### config.mk
export PLATFORM = sky130hd
export DESIGN_NAME = instr_fetch_flat
export DESIGN_NICKNAME = d
export VERILOG_FILES = /design/src/rtl/instr_fetch_pkg.sv /design/src/rtl/instr_fetch_if.sv /design/src/rtl/instr_fetch_pc.sv /design/src/rtl/instr_fetch.sv /design/src/flat_wrapper.sv
export SDC_FILE = /design/constraint.sdc
export NUM_CORES = 1
export LEC_CHECK = 0
export BUFFER_PORTS_ARGS = -buffer_cell sky130_fd_sc_hd__clkbuf_2
export CAP_MARGIN = 20
export CORE_UTILIZATION = 30
export DETAILED_ROUTE_END_ITERATION = 7
export HOLD_SLACK_MARGIN = 0.08
export SKIP_LAST_GASP = 1
export SLEW_MARGIN = 20
export SYNTH_ARGS = -nofsm -noshare
export SYNTH_HDL_FRONTEND = slang
export SYNTH_SLANG_ARGS = --single-unit
### constraint.sdc
create_clock -name clock -period 3.7 [get_ports clock]
set_input_delay 0.925 -clock clock [delete_from_list [all_inputs] [get_ports clock]]
set_output_delay 0.925 -clock clock [all_outputs]
set_load 0.03 [all_outputs]
### src/rtl/instr_fetch_pkg.sv
// Shared types and constants for the instruction fetch stage.
package fetch_pkg;

  // Instruction word width.
  localparam int INSTR_W = 32;

  // Canonical NOP (addi x0,x0,0) loaded into the IR at reset.
  localparam logic [INSTR_W-1:0] NOP_INSTR = 32'h0000_0013;

  // Fetch controller states: IDLE waits for a request, WAIT is the ROM data cycle.
  typedef enum logic [0:0] {
    IDLE = 1'b0,
    WAIT = 1'b1
  } fetch_state_e;

endpackage : fetch_pkg

### src/rtl/instr_fetch_if.sv
// Handshake / ROM bus bundle between the control FSM, the ROM and the fetch stage.
interface instr_fetch_if
  import fetch_pkg::*;
#(
  parameter int ADDR_W = 17
);

  logic                fetch_req;
  logic                fetch_ack;
  logic                redirect;
  logic [ADDR_W-1:0]   redirect_target;
  logic [ADDR_W-1:0]   rom_addr;
  logic [INSTR_W-1:0]  rom_data;
  logic [INSTR_W-1:0]  ir;
  logic [ADDR_W-1:0]   pc;
  logic [ADDR_W-1:0]   pc_plus4;
  logic                misalign;

  // Controller / ROM side.
  modport master (
    output fetch_req,
    output redirect,
    output redirect_target,
    output rom_data,
    input  fetch_ack,
    input  rom_addr,
    input  ir,
    input  pc,
    input  pc_plus4,
    input  misalign
  );

  // Fetch stage side.
  modport slave (
    input  fetch_req,
    input  redirect,
    input  redirect_target,
    input  rom_data,
    output fetch_ack,
    output rom_addr,
    output ir,
    output pc,
    output pc_plus4,
    output misalign
  );

endinterface : instr_fetch_if

### src/rtl/instr_fetch_pc.sv
// Fetch program counter: redirect load with word alignment, increment by 4,
// and a one-cycle pulse flagging a misaligned redirect target.
module fetch_pc
  import fetch_pkg::*;
#(
  parameter int ADDR_W   = 17,
  parameter int RESET_PC = 0
) (
  input  logic              clock,
  input  logic              reset_n,
  input  logic              i_load,
  input  logic [ADDR_W-1:0] i_target,
  input  logic              i_incr,
  output logic [ADDR_W-1:0] o_pc_fetch,
  output logic              o_misalign_set
);

  logic [ADDR_W-1:0] r_pc_fetch;
  logic [ADDR_W-1:0] w_target_aligned;
  logic [ADDR_W-1:0] w_pc_next;

  // Low two bits are dropped so the ROM is always addressed on a word boundary.
  assign w_target_aligned = {i_target[ADDR_W-1:2], 2'b00};

  // Next-address select: a redirect load beats the sequential increment.
  always_comb begin
    w_pc_next = r_pc_fetch;
    if (i_load) begin
      w_pc_next = w_target_aligned;
    end else if (i_incr) begin
      w_pc_next = r_pc_fetch + ADDR_W'(4);
    end else begin
      w_pc_next = r_pc_fetch;
    end
  end

  // Fetch address register.
  always_ff @(posedge clock or negedge reset_n) begin
    if (!reset_n) begin
      r_pc_fetch <= ADDR_W'(RESET_PC);
    end else begin
      r_pc_fetch <= w_pc_next;
    end
  end

  assign o_pc_fetch     = r_pc_fetch;
  assign o_misalign_set = i_load & (|i_target[1:0]);

endmodule : fetch_pc

### src/rtl/instr_fetch.sv
// Instruction fetch stage: request/ack FSM, IR and PC capture, sticky misalign flag.
// The ROM is assumed to return data one cycle after the address is presented.
module instr_fetch
  import fetch_pkg::*;
#(
  parameter int ADDR_W   = 17,
  parameter int RESET_PC = 0
) (
  input  logic          clock,
  input  logic          reset_n,
  instr_fetch_if.slave  bus
);

  fetch_state_e        r_state;
  fetch_state_e        w_state_next;
  logic                w_load;
  logic                w_incr;
  logic                w_capture;
  logic                w_misalign_set;
  logic [ADDR_W-1:0]   w_pc_fetch;
  logic [INSTR_W-1:0]  r_ir;
  logic [ADDR_W-1:0]   r_pc;
  logic                r_ack;
  logic                r_misalign;

  fetch_pc #(
    .ADDR_W   (ADDR_W),
    .RESET_PC (RESET_PC)
  ) u_fetch_pc (
    .clock          (clock),
    .reset_n        (reset_n),
    .i_load         (w_load),
    .i_target       (bus.redirect_target),
    .i_incr         (w_incr),
    .o_pc_fetch     (w_pc_fetch),
    .o_misalign_set (w_misalign_set)
  );

  // FSM state register.
  always_ff @(posedge clock or negedge reset_n) begin
    if (!reset_n) begin
      r_state <= IDLE;
    end else begin
      r_state <= w_state_next;
    end
  end

  // Next-state and control decode; a redirect always wins and aborts a fetch in flight.
  always_comb begin
    w_state_next = r_state;
    w_load       = 1'b0;
    w_incr       = 1'b0;
    w_capture    = 1'b0;
    case (r_state)
      IDLE: begin
        if (bus.redirect) begin
          w_load       = 1'b1;
          w_state_next = IDLE;
        end else if (bus.fetch_req) begin
          w_state_next = WAIT;
        end else begin
          w_state_next = IDLE;
        end
      end
      WAIT: begin
        if (bus.redirect) begin
          w_load       = 1'b1;
          w_state_next = IDLE;
        end else begin
          w_capture    = 1'b1;
          w_incr       = 1'b1;
          w_state_next = IDLE;
        end
      end
      default: begin
        w_state_next = IDLE;
      end
    endcase
  end

  // Instruction register and its byte address, updated only on a completed fetch.
  always_ff @(posedge clock or negedge reset_n) begin
    if (!reset_n) begin
      r_ir <= NOP_INSTR;
      r_pc <= ADDR_W'(RESET_PC);
    end else if (w_capture) begin
      r_ir <= bus.rom_data;
      r_pc <= w_pc_fetch;
    end else begin
      r_ir <= r_ir;
      r_pc <= r_pc;
    end
  end

  // Single-cycle ack, raised the cycle after the ROM word is captured.
  always_ff @(posedge clock or negedge reset_n) begin
    if (!reset_n) begin
      r_ack <= 1'b0;
    end else begin
      r_ack <= w_capture;
    end
  end

  // Sticky misaligned-redirect flag; only reset clears it.
  always_ff @(posedge clock or negedge reset_n) begin
    if (!reset_n) begin
      r_misalign <= 1'b0;
    end else begin
      r_misalign <= r_misalign | w_misalign_set;
    end
  end

  assign bus.rom_addr  = w_pc_fetch;
  assign bus.ir        = r_ir;
  assign bus.pc        = r_pc;
  assign bus.pc_plus4  = r_pc + ADDR_W'(4);
  assign bus.fetch_ack = r_ack;
  assign bus.misalign  = r_misalign;

endmodule : instr_fetch

### src/flat_wrapper.sv
// flat-port wrapper written by rule: the top's interface ports become plain ports
module instr_fetch_flat import fetch_pkg::*;
#(
  parameter int ADDR_W   = 17,
  parameter int RESET_PC = 0
)
  (clock, reset_n, bus_fetch_req, bus_redirect, bus_redirect_target, bus_rom_data, bus_fetch_ack, bus_rom_addr, bus_ir, bus_pc, bus_pc_plus4, bus_misalign);
  instr_fetch_if #(.ADDR_W(ADDR_W)) bus_i ();
  input  logic clock;
  input  logic reset_n;
  input wire logic [$bits(bus_i.fetch_req)-1:0] bus_fetch_req;
  input wire logic [$bits(bus_i.redirect)-1:0] bus_redirect;
  input wire logic [$bits(bus_i.redirect_target)-1:0] bus_redirect_target;
  input wire logic [$bits(bus_i.rom_data)-1:0] bus_rom_data;
  output wire logic [$bits(bus_i.fetch_ack)-1:0] bus_fetch_ack;
  output wire logic [$bits(bus_i.rom_addr)-1:0] bus_rom_addr;
  output wire logic [$bits(bus_i.ir)-1:0] bus_ir;
  output wire logic [$bits(bus_i.pc)-1:0] bus_pc;
  output wire logic [$bits(bus_i.pc_plus4)-1:0] bus_pc_plus4;
  output wire logic [$bits(bus_i.misalign)-1:0] bus_misalign;
  assign bus_i.fetch_req = bus_fetch_req;
  assign bus_i.redirect = bus_redirect;
  assign bus_i.redirect_target = bus_redirect_target;
  assign bus_i.rom_data = bus_rom_data;
  assign bus_fetch_ack = bus_i.fetch_ack;
  assign bus_rom_addr = bus_i.rom_addr;
  assign bus_ir = bus_i.ir;
  assign bus_pc = bus_i.pc;
  assign bus_pc_plus4 = bus_i.pc_plus4;
  assign bus_misalign = bus_i.misalign;
  instr_fetch #(.ADDR_W(ADDR_W), .RESET_PC(RESET_PC)) u_core (.clock(clock), .reset_n(reset_n), .bus(bus_i));
endmodule
==> metrics, run 1 <==
most frequent cells after synthesis 62 x dfrtp_1, 44 x mux2_2, 22 x nand2_1; setup ws final just under 800 ps; global route overflow 0; Max Freq about 0.34 GHz; Pleak roughly 1.9 nW; R2R cell count 3; Final Setup Violations 0; Tcrit/Tclk final between 70% and 80%; Tmin final approximately 2900 ps; Die X 103 um; clk buf depth 2; Core Area just under 0.01 sq mm; flop and latch count out of synthesis between 60 and 70; Hold Buf Count CTS 0; post-synthesis cell area ~0.0031 sq mm; Post-synth ARST share between 90% and 100%; largest fanout on the critical path 8; Yosys top cell by area dfrtp_1; routability cong. around 0.77; Starting Density 31.2%; sequential-to-total area share from yosys stat between 50% and 60%; first-pass GRT wire length 12.0 mm; VDD IR max between 0.0002 and 0.00025 V; HP Class register to register; final net count between 400 and 500; vias in the first global route ~2.3k; ys flop type dfrtp_1; num rows 36; DRT antenna net count 0; PortBufs between 100 and 150; hold_sp u_core.bus.misalign; Reg2Reg Setup Slack approximately 1700 ps; worst hold endpoint u_core.bus.misalign; Crit path arrival time approximately 2000 ps; yosys warns 0; antenna violations before repair 0; cells taking the most area after synthesis dfrtp_1 51%, mux2_2 16%, xor2_1 2.9%; Max Cap Violations 0; DR pass1 iterations 4; Final Hold Viols 0; WL final 7.91 mm; largest net degree at the start of global routing 38; placed cell area about 0.0038 sq mm; placed cell count a little over 500; relative slew slack approximately 45%; Placement Setup Slack roughly 1100 ps; placed wire-length estimate 5.96 mm; Cell Pwr Density approximately 600 mW/mm^2; CP endpoint kind output pin; proportion of netlist area held by the largest area contributor 50.7%; final cell count without fillers between 500 and 600; DR iter-0 viols approximately 160; detailed-route wire length per cell between 10 and 15 um; Worst-path clk slew ~70 ps; Final Instance Area 0.00404 sq mm; Tightest Pin Transition 826 ps; clk_skew between 7 and 8 ps; Num Clock Sinks 65; RSZ-0062 raised after global routing no; Die ar. between 0.01 and 0.015 sq mm; cts bufs inserted 9; Hold Crit Depth 1; worst r2r dst u_core.bus.ir[29]; clk_lat worst skew ~340 ps; Syn Area/Cell around 12 sq um; setup TNS 0 ps; post-synth cell types 37; Root Buffer clkbuf_8; CTS tree built; Hold WS 477 ps; post-CTS sizing 0; cell with the most instances after synthesis dfrtp_1; Overall Global Routing Usage between 10% and 20%; Ports 138; Crit Path Class register to output pin; area delta synth->final 32.0%; max-slew violation count 0; postcts setup bufs 0; layout cell share with drive strength beyond 1 between 50% and 60%; outcome finished clean; Cells after Synth 260; DRC violations left 0; H-Tree Depth 3; CP required between 2000 and 3000 ps; CP Launch Type register; Post-synth EDFFs 0; # diodes 0; launching point of the worst reg2reg path u_core.r_state; die height roughly 100 um; vias per inst ~4.8; routed vias between 2k and 3k
-- placed cells by master, fill, tap and decap left out, types with 2 or more instances in the layout --
master and instances:
nand2_1 22, clkinv_2 2, o41ai_1 5, a31oi_1 4
nor2_1 7, clkbuf_2 130, o211ai_1 4, ha_1 2
o311ai_1 2, nor3_1 3, nor4_1 3, nor2b_1 4
dfrtp_1 62, nand4_1 9, buf_4 2, inv_1 4
clkinvlp_4 2, o311ai_0 2, o21ai_0 11, conb_1 6
mux2_2 44, or4_1 7, xnor2_1 7, xor2_1 10
dfstp_2 3, or2_2 6, nand3_1 8, clkbuf_8 10
-- per-layer routing --
metal	share of wire [%]	track usage (%)	vias to the layer above	wire, um
li1	-	-	1196	-
met1	45	21.1	1225	3590
met2	47	22.1	91	3680
met3	5.7	3.46	16	451
met4	2.3	7.69	0	185
met5	0	0	-	0
-- sequential cells by signal, indices dropped and copies added, names as in the netlist --
name                          cells
u_core.bus.ir                    32
u_core.bus.misalign               1
u_core.bus.fetch_ack              1
u_core.bus.pc                    15
u_core.u_fetch_pc.o_pc_fetch     15
u_core.r_state                    1
-- cells by family after synthesis --
| group | synth area share (%) |
|---|---|
| compound gates | 6.41 |
| mux | 16.5 |
| other cells | 0.122 |
| simple gates | 14.2 |
| fa+ha+maj | 0.817 |
| buf+inv | 3.88 |
| xor+xnor | 4.86 |
| flops | 53.2 |
-- where the power goes --
| group | switching (mW) | total [mW] | internal, mW |
|---|---|---|---|
| sequential | 0.136 | 0.984 | 0.848 |
| clock | 0.279 | 0.607 | 0.327 |
| combinational | 0.565 | 0.838 | 0.273 |
| total | 0.981 | 2.43 | 1.45 |
-- worst max-delay path by stage --
stage	endpoint	depth (start not counted)	slack, ps	start
3_3_place_gp	bus_pc_plus4[13]	4	1230	u_core.bus.pc[5]
6_report	bus_pc_plus4[16]	4	790	u_core.bus.pc[5]
3_5_place_dp	bus_pc_plus4[16]	4	1140	u_core.bus.pc[5]
5_1_grt	bus_pc_plus4[16]	4	590	u_core.bus.pc[5]
2_1_floorplan	bus_pc_plus4[13]	4	950	u_core.bus.pc[4]
4_1_cts	bus_pc_plus4[16]	4	760	u_core.bus.pc[5]
-- per-stage QoR --
| stage | total power, mW | utilization, % |
|---|---|---|
| after floorplan | 1.56 | - |
| after global placement | 1.83 | 39.2 |
| after detailed placement | 1.85 | 39.2 |
| after CTS | 2.46 | 41.2 |
| after global routing | 2.57 | 41.2 |
| final | 2.43 | 41.2 |
-- layout make-up --
class	instances	area, sq um
Clock inverter	5	55.1
Multi-Input combinational cell	177	1340
Timing Repair Buffer	134	691
Clock buffer	11	141
Sequential cell	65	1630
Fill cell	1016	5780
Inverter	5	18.8
Tap cell	133	166
-- critical path: stages (launching register included) --
cell and delay, ps:
dfrtp_1 470, nand4_1 330, nor4_1 430, xor2_1 190, clkbuf_2 230
Power figures use the tool's default switching activity.
==> inputs of run 2 (changes only) <==
==> constraint.sdc (replaced) <==
create_clock -name clock -period 2.6 [get_ports clock]
set_input_delay 0.65 -clock clock [delete_from_list [all_inputs] [get_ports clock]]
set_output_delay 0.65 -clock clock [all_outputs]
set_load 0.03 [all_outputs]
==> run 2 against run 1 <==
Effect of this change: clock power increased by 58%; cell count increased by 0.38%; clock skew decreased by 1.4 ps; setup slack got worse by 680 ps; critical path depth increased by 1; non-clock buffer count increased by 2; largest power group unchanged; design area increased by 2.0%; power increased by 47%; flip-flop and latch count unchanged; sequential power increased by 42%; sequential share of layout area decreased by 0.78 points.
==> metrics, run 2 (synthesis gave the netlist of run 1 again) <==
H-Tree Depth 3 (unchanged); met1 Use GR 20.2% (was 21.1%); CP Launch Type register (unchanged); # diodes 0 (unchanged); Pleak 1.90 nW (was 1.87 nW); grt peak-use layer met2 (unchanged); outcome finished clean (unchanged); vias in the first global route 2311 (was 2345); CP required 1950 ps (was 2770 ps); placed wire-length estimate 5.84 mm (was 5.96 mm); routability cong. 0.768 (was 0.772); DRC violations left 0 (unchanged); Final Hold Viols 0 (unchanged); Tmin final ~2500 ps; routed vias 2505 (was 2528); Hold Buf Count CTS 0 (unchanged); final cell count without fillers 532 (was 530); Starting Density 31.2% (unchanged); final net count 449 (was 447); Ports 138 (unchanged); most frequent cells in the layout 130 x clkbuf_2, 61 x dfrtp_1, 44 x mux2_2 (was 130 x clkbuf_2, 62 x dfrtp_1, 44 x mux2_2); CP Cell Sequence ha_2 -> nand4_1 -> nor4_2 -> xor2_1 -> clkbuf_2 (was nand4_1 -> nor4_1 -> xor2_1 -> clkbuf_2); DR pass1 iterations 6 (was 4); clk buf depth 2 (unchanged); antenna violations before repair 0 (unchanged); cts bufs inserted 9 (unchanged); Core Area 0.00982 sq mm (unchanged); global route overflow 0 (unchanged); commonest non-fill, non-tap cell in the layout clkbuf_2 (unchanged); Top delay family on crit path simple AND/OR/NAND/NOR gates (unchanged); WP buf/inv 1 (unchanged); max-slew violation count 0 (unchanged); Tcrit/Tclk final roughly 96%; Die ar. 0.0106 sq mm (unchanged); met3 GRT Util 4.07% (was 3.46%); Root Buffer clkbuf_8 (unchanged); HP Class primary input to asynchronous set/reset pin (was register to register); Tightest Pin Transition 648 ps (was 826 ps); first-pass GRT wire length 11.9 mm (was 12.0 mm); detailed-route wire length per cell 14.5 um (was 14.9 um); CP max stage cell dfrtp_1 (unchanged); placed cell count 515 (was 514); vias per inst 4.71 (was 4.77); largest net degree at the start of global routing 39 (was 38); Crit Path Class register to output pin (unchanged); die height 103 um (unchanged); DR iter-0 viols 93 (was 162); global-route met2 utilization 22.7% (was 22.1%); PortBufs 131 (unchanged); Worst-path clk slew 70 ps (about the same); Final Setup Violations 0 (unchanged); relative slew slack 56.8% (was 44.9%); Die X 103 um (unchanged); Final Power 3.56 mW (was 2.43 mW); Num Clock Sinks 65 (unchanged); layout cell share with drive strength beyond 1 54.1% (was 52.1%); Max Cap Violations 0 (unchanged); Crit path arrival time 1840 ps (was 1990 ps); largest fanout on the critical path 5 (was 8); clk_lat worst skew 330 ps (was 340 ps); max reg flops 32 (unchanged); VDD IR max 0.000286 V (was 0.000210 V); clk_skew 5.75 ps (was 7.12 ps); Worst path max stage delay 430 ps (was 470 ps); Overall Global Routing Usage 15.1% (was 15.2%); Max Freq 0.401 GHz; CTS tree built (unchanged); DRT antenna net count 0 (unchanged); area delta synth->final 34.7% (was 32.0%); num rows 36 (unchanged); CP endpoint kind output pin (unchanged); Cell Pwr Density 863 mW/mm^2 (was 601 mW/mm^2); WL final 7.71 mm (was 7.91 mm)
[run 2: metrics by stage]
stage          utilization, %  setup WS, ps  hold slack [ps]  area (sq um)  TNS [ps]
2_1_floorplan               -           130              354          3080         0
3_3_place_gp             39.4           428              456          3870         0
3_5_place_dp             39.4           326              459          3870         0
4_1_cts                  41.8          48.2              337          4100         0
5_1_grt                  42.0         -11.9              372          4130     -12.3
6_report                 42.0           106              334          4130         0
[run 2: repair_timing]
item / in CTS / in global routing
endpoints found under the setup margin: 3 / 5
cloned: 0 / 0
resized for setup: 1 / 6
setup buffers: 1 / 0
pin swaps: 1 / 1
[run 2: area by class of cell]
class | count | area, sq um
clock inverter | 5 | 78.8
clock buffer | 11 | 141
multi-input combinational | 177 | 1370
inverter | 5 | 18.8
timing repair buffer | 136 | 718
fill | 984 | 5690
sequential | 65 | 1630
tap | 133 | 166
[run 2: worst paths after layout]
kind | startpoint | end | slack (ps) | cells after the start
max in group asynchronous | reset_n | u_core.bus.ir[0] | 1570 | 2
hold reg to reg | u_core.bus.misalign | u_core.bus.misalign | 470 | 1
min in group clock | u_core.bus.misalign | u_core.bus.misalign | 470 | 1
setup / recovery | u_core.bus.pc[2] | bus_pc_plus4[16] | 110 | 5
setup reg to reg | u_core.r_state | u_core.bus.pc[5] | 800 | 3
hold / removal | reset_n | u_core.bus.ir[19] | 330 | 1
[run 2: layer usage]
| layer | up-vias | wire length, um |
|---|---|---|
| met4 | 0 | 159 |
| li1 | 1200 | - |
| met2 | 83 | 3620 |
| met1 | 1208 | 3470 |
| met3 | 14 | 453 |
| met5 | - | 0 |
[run 2: power by group]
part           internal [mW]  switching [mW]  total, mW  leakage (nW)
Sequential              1.21           0.196       1.40         0.769
Clock                  0.565           0.394      0.959         0.113
Combinational          0.395           0.804       1.20          1.01
Total                   2.17            1.39       3.56          1.90
